## config.mk

```make
export PLATFORM = sky130hd
export DESIGN_NAME = nco_core
export DESIGN_NICKNAME = d
export VERILOG_FILES = /design/src/rtl/nco_core.sv
export SDC_FILE = /design/constraint.sdc
export NUM_CORES = 1
export LEC_CHECK = 0
export CAP_MARGIN = 20
export CORE_MARGIN = 4
export CORE_UTILIZATION = 45
export CTS_BUF_LIST = sky130_fd_sc_hd__clkbuf_16
export DETAILED_ROUTE_END_ITERATION = 6
export DONT_BUFFER_PORTS = 1
export PLACE_DENSITY = 0.67
export SLEW_MARGIN = 30
export SYNTH_ARGS = -nofsm -noshare
export SYNTH_HDL_FRONTEND = slang
export SYNTH_SLANG_ARGS = --single-unit
```

## constraint.sdc

```tcl
create_clock -name clk -period 3.75 [get_ports clk]
set_clock_uncertainty 0.1 [all_clocks]
set_input_delay 0.375 -clock clk [delete_from_list [all_inputs] [get_ports clk]]
set_output_delay 0.375 -clock clk [all_outputs]
set_load 0.01 [all_outputs]
```

## src/rtl/nco_core.sv

```systemverilog
// nco_core: 64-bit phase-accumulator NCO producing a registered waveform sample, a PWM bit and a wrap strobe.
// Optional macro NCO_LOAD_ON_WRAP_EN: settings reload only at period boundaries (or while disabled).
module nco_core #(
    parameter int ACC_W = 64,
    parameter int OUT_W = 16
) (
    input  logic             clk,
    input  logic             reset,
    input  logic [ACC_W-1:0] frequency,
    input  logic [15:0]      duty_cycle,
    input  logic [1:0]       wave,
    input  logic             enable,
    output logic [OUT_W-1:0] wave_out,
    output logic             pwm_out,
    output logic             wrap,
    output logic             active
);

    localparam logic [1:0] WAVE_SQUARE   = 2'b00;
    localparam logic [1:0] WAVE_SAWTOOTH = 2'b01;
    localparam logic [1:0] WAVE_TRIANGLE = 2'b10;
    localparam logic [1:0] WAVE_RAMPDOWN = 2'b11;

    logic             cfg_en;
    logic [ACC_W-1:0] cfg_freq;
    logic [15:0]      cfg_duty;
    logic [1:0]       cfg_wave;
    logic             cfg_load;
    logic [ACC_W-1:0] acc;
    logic [ACC_W:0]   acc_sum;

`ifdef NCO_LOAD_ON_WRAP_EN
    // Retune only at a period boundary so a multi-byte update never produces a glitch.
    assign cfg_load = wrap || !cfg_en;
`else
    assign cfg_load = 1'b1;
`endif

    // Stage 0: settings capture.
    // NOTE: every register here is state, so it uses non-blocking assignment and clears on the async reset.
    always_ff @(posedge clk or negedge reset) begin
        if (!reset) begin
            cfg_en   <= 1'b0;
            cfg_freq <= '0;
            cfg_duty <= '0;
            cfg_wave <= WAVE_SQUARE;
        end else begin
            cfg_en <= enable;
            if (cfg_load) begin
                cfg_freq <= frequency;
                cfg_duty <= duty_cycle;
                cfg_wave <= wave;
            end
        end
    end

    // Stage 1: accumulator; the extra sum bit is the carry that becomes the wrap strobe.
    assign acc_sum = {1'b0, acc} + {1'b0, cfg_freq};

    always_ff @(posedge clk or negedge reset) begin
        if (!reset) begin
            acc    <= '0;
            wrap   <= 1'b0;
            active <= 1'b0;
        end else begin
            active <= cfg_en;
            if (cfg_en) begin
                acc  <= acc_sum[ACC_W-1:0];
                wrap <= acc_sum[ACC_W];
            end else begin
                acc  <= '0;
                wrap <= 1'b0;
            end
        end
    end

    // Stage 2: waveform shaping from the current phase.
    logic [OUT_W-1:0] phase;
    logic [15:0]      phase_duty;
    logic             pwm;
    logic [OUT_W-1:0] tri_wave;
    logic [OUT_W-1:0] sample;

    assign phase      = acc[ACC_W-1 -: OUT_W];
    assign phase_duty = acc[ACC_W-1 -: 16];
    assign pwm        = (phase_duty < cfg_duty);
    assign tri_wave   = phase[OUT_W-1] ? ~{phase[OUT_W-2:0], 1'b0} : {phase[OUT_W-2:0], 1'b0};

    // NOTE: default assignment first so no path through the case can infer a latch.
    always_comb begin
        sample = '0;
        case (cfg_wave)
            WAVE_SQUARE:   sample = {OUT_W{pwm}};
            WAVE_SAWTOOTH: sample = phase;
            WAVE_TRIANGLE: sample = tri_wave;
            WAVE_RAMPDOWN: sample = ~phase;
            default:       sample = '0;
        endcase
    end

    always_ff @(posedge clk or negedge reset) begin
        if (!reset) begin
            wave_out <= '0;
            pwm_out  <= 1'b0;
        end else if (cfg_en) begin
            wave_out <= sample;
            pwm_out  <= pwm;
        end else begin
            wave_out <= '0;
            pwm_out  <= 1'b0;
        end
    end

endmodule
```

**After elaboration in Yosys (flattened, before gate mapping)**

Index checks and enable logic that the tools add are counted.

- Flip-flop bits (word level): 166
- Latch bits: 0
- Bits in writable memories: 0
- Memory bits (read-only): 0
- Output and inout port bits: 19
- Logic and storage cells: 23
- Memories kept: 0

- Add/subtract/negate cells: 1
- $mul: 0
- Div/mod/pow operators: 0
- $lt $le $gt $ge: 1
- Equality and inequality tests: 3
- Shifts and indexed selects: 0
- Multiplexer cells: 6
- Bitwise logic cells: 2
- Reductions and logical operators: 1

Operators by type and width:

| operator | count |
|---|---|
| $add 64x64->65 | 1 |
| $mux 64 | 1 |
| $pmux 16 s4 | 1 |
| $mux 16 | 2 |
| $not 16->16 | 2 |
| $lt 16x16->1 | 1 |
| $eq 2x2->1 const B | 2 |
| $eq 2x1->1 const B | 1 |
| $logic_not 2->1 | 1 |
| $mux 1 | 2 |

**Depth between registers and ports, before layout**

Gate-level depths: netlist of the first run.

- Depth after elaboration: 4
- Mapped depth: 13
- Gate-level depth less buffers: 13

**Least setup slack after synthesis of the first run**

No wires, ideal clock.

- Path kind: register to register
- Start point: register cfg_freq[0]
- End point: register acc[56]
- Setup time: 71 ps
- Data arrival time: 2763 ps
- Data required time: 3579 ps
- Path slack: 816 ps
- Stages on the path, launching flop included: 14
- Period minus slack after synthesis: 2934 ps
- Cell sequence: dfrtp_1 ha_1 inv_1 fa_1 nand2b_1 a21oi_1 nor3_1 o221a_4 o21ai_4 a21oi_2 o21ai_4 a21oi_2 or4b_1 nand4_1

- Longest elaborated chain between the ends: 2

RTL lines:

| item | RTL line | text |
|---|---|---|
| from (decl) | 25 | `logic [ACC_W-1:0] cfg_freq;` |
| from (signal assigned) | 50 | `cfg_freq <= frequency;` |
| $add 64x64->65 | 58 | `assign acc_sum = {1'b0, acc} + {1'b0, cfg_freq};` |
| $mux 64 | 67 | `if (cfg_en) begin` |
| to (signal assigned) | 68 | `acc <= acc_sum[ACC_W-1:0];` |
| to (decl) | 29 | `logic [ACC_W-1:0] acc;` |

Every way passes these cells.

**Worst setup path after layout of the first run**

Ends and elaborated chain as after synthesis.

==> results of run 1 <==
[Yosys cell counts, types with 4 or more instances]
cell	instances
dfrtp_1	166
a21oi_1	85
ha_1	79
nand2_1	62
a21o_1	52
and2_1	52
o21ai_0	50
nor2_1	47
clkbuf_1	40
inv_1	36
xnor2_1	34
nand4_1	28
xor2_1	28
a211oi_1	20
nand3_1	16
o21bai_1	16
nand2b_1	14
nor3_1	13
o21a_1	12
and3_1	8
mux2i_1	8
a31oi_1	7
nor2b_1	5
o31ai_1	5
a221oi_1	4
buf_2	4
o2111ai_1	4
o21ai_1	4
or3_1	4
[path summary, 6_finish.rpt]
check | to | slack, ps
max in group asynchronous | acc[20] | 3770
min in group clk | active | 320
worst min-delay path | cfg_freq[58] | -450
worst min register to register | active | 320
worst max register to register | acc[56] | 410
worst max-delay path | acc[56] | 410
[metrics by stage]
stage / setup slack, ps / hold WS (ps)
finish: 415 / -452
global route: 250 / -480
CTS: 397 / -474
detailed placement: 425 / -8.65
global placement: 531 / -9.20
floorplan: 816 / -20.6
[power breakdown]
| group | internal [mW] | switching [mW] |
|---|---|---|
| Combinational | 1.85 | 2.32 |
| Sequential | 2.24 | 0.373 |
| Clock | 1.05 | 0.738 |
[sequential cells by signal, summed over array words and instances (netlist names)]
signal,flops
cfg_en,1
cfg_freq,64
acc,64
wrap,1
active,1
cfg_duty,16
pwm_out,1
wave_out,16
cfg_wave,2
[cell families (layout without fill, tap and decap cells)]
| family | count (synthesis) | after routing | share of synthesized area [%] |
|---|---|---|---|
| xor gates and xnor gates | 62 | 62 | 5.83 |
| muxes | 9 | 9 | 0.980 |
| adders and majority gates | 80 | 80 | 10.8 |
| DFF | 166 | 166 | 44.6 |
| and+or+nand+nor | 262 | 262 | 14.6 |
| AOI/OAI and AO/OA | 284 | 284 | 19.9 |
| buffers and inverters | 80 | 154 | 3.28 |
| other | 0 | 1 | 0 |
[cells in the final DEF (no fill, tap or decap), types with 8 or more instances in the layout]
cell             n
a211oi_1        20
and3_1           8
xnor2_1         34
clkbuf_16       17
o21a_1          12
nand4_1         28
a21oi_1         85
dfrtp_1        164
mux2i_1          8
o21bai_1        16
nor2_1          47
and2_1          52
nand3_1         16
inv_1           37
ha_1            79
dlygate4sd3_1   83
nand2_1         62
a21o_1          52
nand2b_1        14
xor2_1          28
nor3_1          13
o21ai_0         50
[routing by layer]
metal / vias up / share of wire (%) / wire (um)
li1: 3486 / - / -
met1: 3352 / 48 / 10200
met2: 169 / 47 / 9830
met3: 28 / 4.0 / 836
met4: 0 / 1.4 / 293
met5: - / 0 / 0
[cell type report]
class                      instances  share of cell area (%)
tap                              270                    3.09
antenna                            1                  0.0229
inverter                          36                    1.23
clock inverter                    15                    1.59
clock buffer                      17                    3.89
timing repair buffer              86                    7.80
sequential                       166                    38.0
multi-input combinational        697                    44.4
==> impl_metrics.json, run 1 <==
{
  "place.gp.congestion": 0.907,
  "cts_tree": "built",
  "multi_input_area_mm2": 0.00486,
  "area_delta_synth_final_pct": 17.4,
  "grt_use_met1_pct": 25.5,
  "critical_path_arrival_ps": 3600,
  "wire_per_inst_um": 16.4,
  "synthesis.instances": 943,
  "power_density_mw_per_mm2": 783,
  "synth_top_area_share_pct": 44.6,
  "tightest_slew_ps": 723,
  "path_cells": "ha_1 > inv_1 > fa_1 > nand2b_1 > a21oi_1 > nor3_1 > o221a_4 > o21ai_4 > a21oi_2 > o21ai_4 > a21oi_2 > or4b_1 > nand4_1",
  "drcViolationCount": 0,
  "viasPerCell": 5.46,
  "dr_total_vias": 7035,
  "synth_area_leader_cell": "dfrtp_1",
  "startpoint": "cfg_freq[0]",
  "peakVddDrop_mv": 0.359,
  "use_met3_pct": 3.95,
  "core_area_mm2": 0.0203,
  "die-height_um": 152,
  "grt_pass1_vias": 7116,
  "ys_warn_count": 0,
  "period_minus_slack_ps": 3340,
  "antenna_left": 0,
  "die_x_um": 152,
  "htreeDepth": 4,
  "num-fill-cells": 1805,
  "grt_overflow": 0,
  "path_delay_family": "compound AO/OA/AOI/OAI gates",
  "crit_required_ps": 4010,
  "initialDrtViolationCount": 347,
  "end_kind": "register",
  "rows": 52,
  "violations": "hold timing",
  "fin_nets": 1169,
  "setup_violations": 0,
  "ff_latch_area_mm2": 0.00416,
  "clk_latency_ps": 430,
  "cts_resized": 0,
  "syn_area_per_cell_um2": 9.88,
  "cap_violations": 0,
  "clock-sinks": 166,
  "cp_max_fo": 7,
  "grt_max_degree": 167,
  "drive_gt1_share_pct": 4.62,
  "worstRegToRegCells": 13,
  "period_share_pct": 88.9,
  "placed_cells": 1172,
  "synth-edff-count": 0,
  "status": "finished with violations",
  "cp-start-kind": "register",
  "holdCritPathClass": "in2async",
  "portBuffers": 0,
  "dpl_cell_area_mm2": 0.00951,
  "grt_pass1_wl_mm": 35.5,
  "critical_path_buf_inv_count": 1,
  "io_pins": 104,
  "clk_pin_slew_ps": 70,
  "max_slew_margin_pct": 51.8,
  "busiest_layer": "met2",
  "syn_area_mm2": 0.00932,
  "critPathKind": "reg2reg",
  "yosysSeqAreaShare_pct": 44.6,
  "synth_fp_nets": 1108,
  "r2r_start": "cfg_freq[0]",
  "p_leak_nw": 5.21,
  "grtUsageMet2_pct": 29.4,
  "setup_tns_ps": 0,
  "finalHoldViolations": 166,
  "clk_path_buf_depth": 2,
  "final_util_pct": 53.9,
  "totalPowerFinal_mw": 8.58,
  "drt_first_pass_iters": 5,
  "ys_seq_elements": 166,
  "holdWs_ps": -452,
  "hpwl_mm": 14.7,
  "cp_num_cells": 13,
  "synth_ff_type": "dfrtp_1",
  "max_stage_delay_ps": 520,
  "die_area_mm2": 0.0231,
  "antenna_found_initial": 1,
  "async_flop_share_pct": 100,
  "fin_cells": 1288,
  "final_area_mm2": 0.0109,
  "cts_inserted_buffers": 17,
  "slew_viol_final": 0,
  "grt.total_usage_pct": 18.4,
  "cts_root_buf": "clkbuf_16",
  "drt-total-wl_mm": 21.1,
  "cpMaxStageDelayCell": "or4b_1",
  "max_freq_ghz": 0.300,
  "cts_hold_buf": 83,
  "rsz0062_at_grt": "no",
  "post-cts-setup-buffers": 0,
  "ys_types": 58,
  "initial_utilization_pct": 45.9,
  "synthTopCellsByArea": "dfrtp_1 (45%), ha_1 (11%), a21oi_1 (4.6%), a21o_1 (4.2%), and2_1 (3.5%)"
}
Power figures use the tool's default switching activity.
==> run 2, diff against run 1 <==
CORE_UTILIZATION = 55   (was 45)
PLACE_DENSITY = 0.77   (was 0.67)
==> impl_metrics.json, run 2 (synthesis results as in run 1) <==
{
  "cts_resized": 0,
  "period_minus_slack_ps": 3310,
  "initialDrtViolationCount": 419,
  "clk_pin_slew_ps": 60,
  "num-fill-cells": 1331,
  "dr_total_vias": 7193,
  "setup_tns_ps": 0,
  "wire_per_inst_um": 16.6,
  "largest_registers": "acc (64), cfg_freq (64)",
  "drcViolationCount": 0,
  "placed_cells": 1122,
  "grt_pass1_wl_mm": 35.2,
  "final_cell_mix": "dfrtp_1 (165), a21oi_1 (85), dlygate4sd3_1 (83)",
  "max_stage_delay_ps": 530,
  "crit_end": "acc[56]",
  "initial_utilization_pct": 56.2,
  "worstRegToRegCells": 13,
  "tightest_slew_ps": 953,
  "area_delta_synth_final_pct": 16.5,
  "rsz0062_at_grt": "no",
  "critPathKind": "reg2reg",
  "max_slew_margin_pct": 36.4,
  "place.gp.congestion": 0.919,
  "drive_gt1_share_pct": 4.04,
  "grt_max_degree": 167,
  "cpMaxStageDelayCell": "or4b_1",
  "p_leak_nw": 5.19,
  "slew_viol_final": 0,
  "period_share_pct": 88.4,
  "cts_root_buf": "clkbuf_16",
  "antenna_left": 0,
  "clk_path_buf_depth": 2,
  "grt.total_usage_pct": 22.2,
  "cts_hold_buf": 83,
  "crit_required_ps": 4010,
  "violations": "hold timing",
  "holdWs_ps": -457,
  "portBuffers": 0,
  "totalPowerFinal_mw": 8.50,
  "viasPerCell": 5.81,
  "peakVddDrop_mv": 0.530,
  "rows": 47,
  "clock-sinks": 166,
  "hpwl_mm": 14.2,
  "cp-start-kind": "register",
  "htreeDepth": 4,
  "die_area_mm2": 0.0191,
  "core_area_mm2": 0.0166,
  "antenna_found_initial": 2,
  "end_kind": "register",
  "io_pins": 104,
  "startpoint": "cfg_freq[0]",
  "fin_cells": 1237,
  "r2r_start": "cfg_freq[0]",
  "regToRegEndpoint": "acc[56]",
  "drt-total-wl_mm": 20.5,
  "die-height_um": 138,
  "holdCritPathClass": "in2async",
  "critical_path_arrival_ps": 3570,
  "mostFrequentLayoutCell": "dfrtp_1",
  "grt_overflow": 0,
  "cp_max_fo": 7,
  "max_freq_ghz": 0.302,
  "post-cts-setup-buffers": 0,
  "cts_inserted_buffers": 17,
  "grt_pass1_vias": 7134,
  "status": "finished with violations",
  "path_cells": "ha_1 > inv_1 > fa_1 > nand2b_1 > a21oi_1 > nor3_1 > o221a_4 > o21ai_4 > a21oi_2 > o21ai_4 > a21oi_2 > or4b_1 > nand4_1",
  "cap_violations": 0,
  "setup_violations": 0,
  "r2r_slack_ps": 440,
  "fin_nets": 1169,
  "finalHoldViolations": 166,
  "die_x_um": 138,
  "clk_latency_ps": 430,
  "drt_first_pass_iters": 5,
  "power_density_mw_per_mm2": 783,
  "cts_tree": "built"
}
run 2: metrics by stage:
stage	hold slack, ps	util (%)	worst slack (ps)	cell area (um2)
6_report	-457	65.5	435	10900
5_1_grt	-481	65.5	186	10900
4_1_cts	-474	65.4	430	10900
3_5_place_dp	-11.0	57.0	448	9450
3_3_place_gp	-10.8	57.0	536	9450
2_1_floorplan	-20.6	-	816	9320
run 2: how the worst min path moves through the flow:
stage / end / slack, ps / depth (start not counted)
final: acc[3] / -460 / 0
after detailed placement: cfg_duty[11] / -10 / 0
after floorplan: acc[0] / -20 / 0
after global placement: cfg_duty[9] / -10 / 0
after global routing: cfg_duty[9] / -480 / 0
after CTS: cfg_freq[51] / -470 / 0
run 2: power by group:
part / switching, mW / leakage (nW) / internal [mW] / total (mW)
clock: 0.684 / 0.282 / 1.02 / 1.71
sequential: 0.373 / 2.02 / 2.24 / 2.62
combinational: 2.32 / 2.89 / 1.85 / 4.17
run 2: metal layers:
layer | track usage [%] | vias to the layer above | routed length, um
met1 | 30.9 | 3440 | 9350
met5 | 0 | - | 0
met2 | 34.8 | 229 | 9670
li1 | - | 3488 | -
met4 | 6.86 | 0 | 415
met3 | 5.32 | 36 | 1060
run 2: cell type report:
type | count | area, um2 | area share, %
multi-input combinational | 697 | 4860 | 44.8
sequential | 166 | 4160 | 38.3
timing repair buffer | 86 | 853 | 7.86
clock buffer | 17 | 425 | 3.92
tap | 220 | 275 | 2.54
clock inverter | 13 | 145 | 1.34
inverter | 36 | 135 | 1.24
antenna | 2 | 5.00 | 0.0461
run 2: critical path, delay by kind of cell (launching register included):
kind            cells  cell delay (ps)
compound gates      6             1290
simple gates        4              930
fa+ha+maj           2              530
flops               1              330
buf+inv             1               50
==> run 3, diff against run 2 <==
REMOVE_ABC_BUFFERS = 1   (was unset)
==> impl_metrics.json, run 3 (synthesis results as in run 1) <==
{
  "die-height_um": 138,
  "die_x_um": 138,
  "die_area_mm2": 0.0191,
  "cts_inserted_buffers": 17,
  "core_area_mm2": 0.0166,
  "clk_latency_ps": 440,
  "place.gp.congestion": 0.923,
  "cap_violations": 0,
  "cts_hold_buf": 83,
  "post-cts-setup-buffers": 0,
  "antenna_found_initial": 0,
  "holdWs_ps": -463,
  "viasPerCell": 5.86,
  "violations": "hold timing",
  "peakVddDrop_mv": 0.414,
  "setup_tns_ps": 0,
  "tightest_slew_ps": 676,
  "period_share_pct": 90.4,
  "antenna_left": 0,
  "totalPowerFinal_mw": 8.53,
  "wire_per_inst_um": 17.5,
  "drive_gt1_share_pct": 4.52,
  "drt-total-wl_mm": 21.7,
  "finalHoldViolations": 166,
  "dr_total_vias": 7254,
  "cp_max_fo": 7,
  "end_kind": "register",
  "largest_registers": "acc (64), cfg_freq (64)",
  "max_slew_margin_pct": 54.9,
  "period_minus_slack_ps": 3390,
  "clk_pin_slew_ps": 70,
  "p_leak_nw": 5.17,
  "drcViolationCount": 0,
  "setup_violations": 0,
  "grt.total_usage_pct": 23.1,
  "area_delta_synth_final_pct": 16.3,
  "htreeDepth": 4,
  "status": "finished with violations",
  "max_freq_ghz": 0.295,
  "io_pins": 104,
  "clk_path_buf_depth": 2,
  "drt_first_pass_iters": 5,
  "clock-sinks": 166,
  "holdCritPathClass": "in2async",
  "path_cells": "ha_1 > inv_1 > fa_1 > nand2b_1 > a21oi_1 > nor3_1 > o221a_4 > o21ai_4 > a21oi_2 > o21ai_4 > a21oi_2 > or4b_1 > nand4_1",
  "portBuffers": 0,
  "crit_required_ps": 4020,
  "max_stage_delay_ps": 520,
  "fin_nets": 1169,
  "grt_overflow": 0,
  "power_density_mw_per_mm2": 787,
  "mostFrequentLayoutCell": "dfrtp_1",
  "initial_utilization_pct": 56.2,
  "rows": 47,
  "slew_viol_final": 0,
  "cts_tree": "built",
  "initialDrtViolationCount": 522,
  "final_cell_mix": "dfrtp_1 (164), a21oi_1 (85), dlygate4sd3_1 (83)",
  "hpwl_mm": 14.7,
  "rsz0062_at_grt": "no",
  "num-fill-cells": 1305,
  "cp-start-kind": "register",
  "cts_root_buf": "clkbuf_16",
  "grt_pass1_vias": 7270,
  "grt_pass1_wl_mm": 36.1,
  "cpMaxStageDelayCell": "or4b_1",
  "critical_path_arrival_ps": 3660,
  "grt_max_degree": 167,
  "critPathKind": "reg2reg"
}
-- run 3: cell count changes in the layout (fill, tap and decap cells not counted), sizes merged --
cell / before / now
diode: 2 / 1
clkinv: 2 / 3
bufinv: 3 / 1
inv: 40 / 41
clkinvlp: 4 / 6
-- run 3: critical path, delay by kind of cell, from the launching register on --
| family | cells | cell delay, ps |
|---|---|---|
| fa+ha+maj | 2 | 530 |
| flops | 1 | 330 |
| buf+inv | 1 | 50 |
| simple gates | 4 | 910 |
| compound gates | 6 | 1380 |
-- run 3: cell type report --
type	count	area (um2)	area share, %
sequential	166	4160	38.3
clock buffer	17	425	3.92
multi-input combinational	697	4860	44.8
antenna	1	2.50	0.0231
tap	220	275	2.54
inverter	36	135	1.25
timing repair buffer	86	853	7.87
clock inverter	15	131	1.21
-- run 3: worst paths after layout --
| check | startpoint | end | slack, ps | depth (start not counted) |
|---|---|---|---|---|
| setup / recovery | cfg_freq[0] | acc[56] | 360 | 13 |
| hold / removal | reset | acc[30] | -460 | 0 |
| setup reg to reg | cfg_freq[0] | acc[56] | 360 | 13 |
| hold reg to reg | cfg_en | active | 400 | 0 |
| max in group asynchronous | reset | cfg_en | 3710 | 0 |
| min in group clk | duty_cycle[4] | cfg_duty[4] | 380 | 1 |
-- run 3: repair_timing --
item,in CTS,in global routing
gates resized for setup,0,0
hold endpoints to repair,249,166
setup endpoints to repair,0,0
-- run 3: report_power, final --
part           switching (mW)  internal [mW]
combinational            2.37           1.86
clock                   0.769          0.915
sequential              0.383           2.24
total                    3.52           5.01
-- run 3: layer usage --
| layer | track usage, % | vias to the layer above | wire length (um) |
|---|---|---|---|
| li1 | - | 3502 | - |
| met1 | 32.0 | 3456 | 9760 |
| met3 | 5.39 | 44 | 1250 |
| met2 | 35.8 | 252 | 10100 |
| met4 | 8.84 | 0 | 580 |
| met5 | 0 | - | 0 |
-- run 3: through the flow --
step	instances	setup slack, ps	util (%)	instance area [um2]
final	1238	360	65.4	10800
after global routing	1237	123	65.4	10800
after CTS	1237	413	65.3	10800
after floorplan	899	812	-	9150
after detailed placement	1122	429	57.0	9450
after global placement	1122	516	57.0	9450
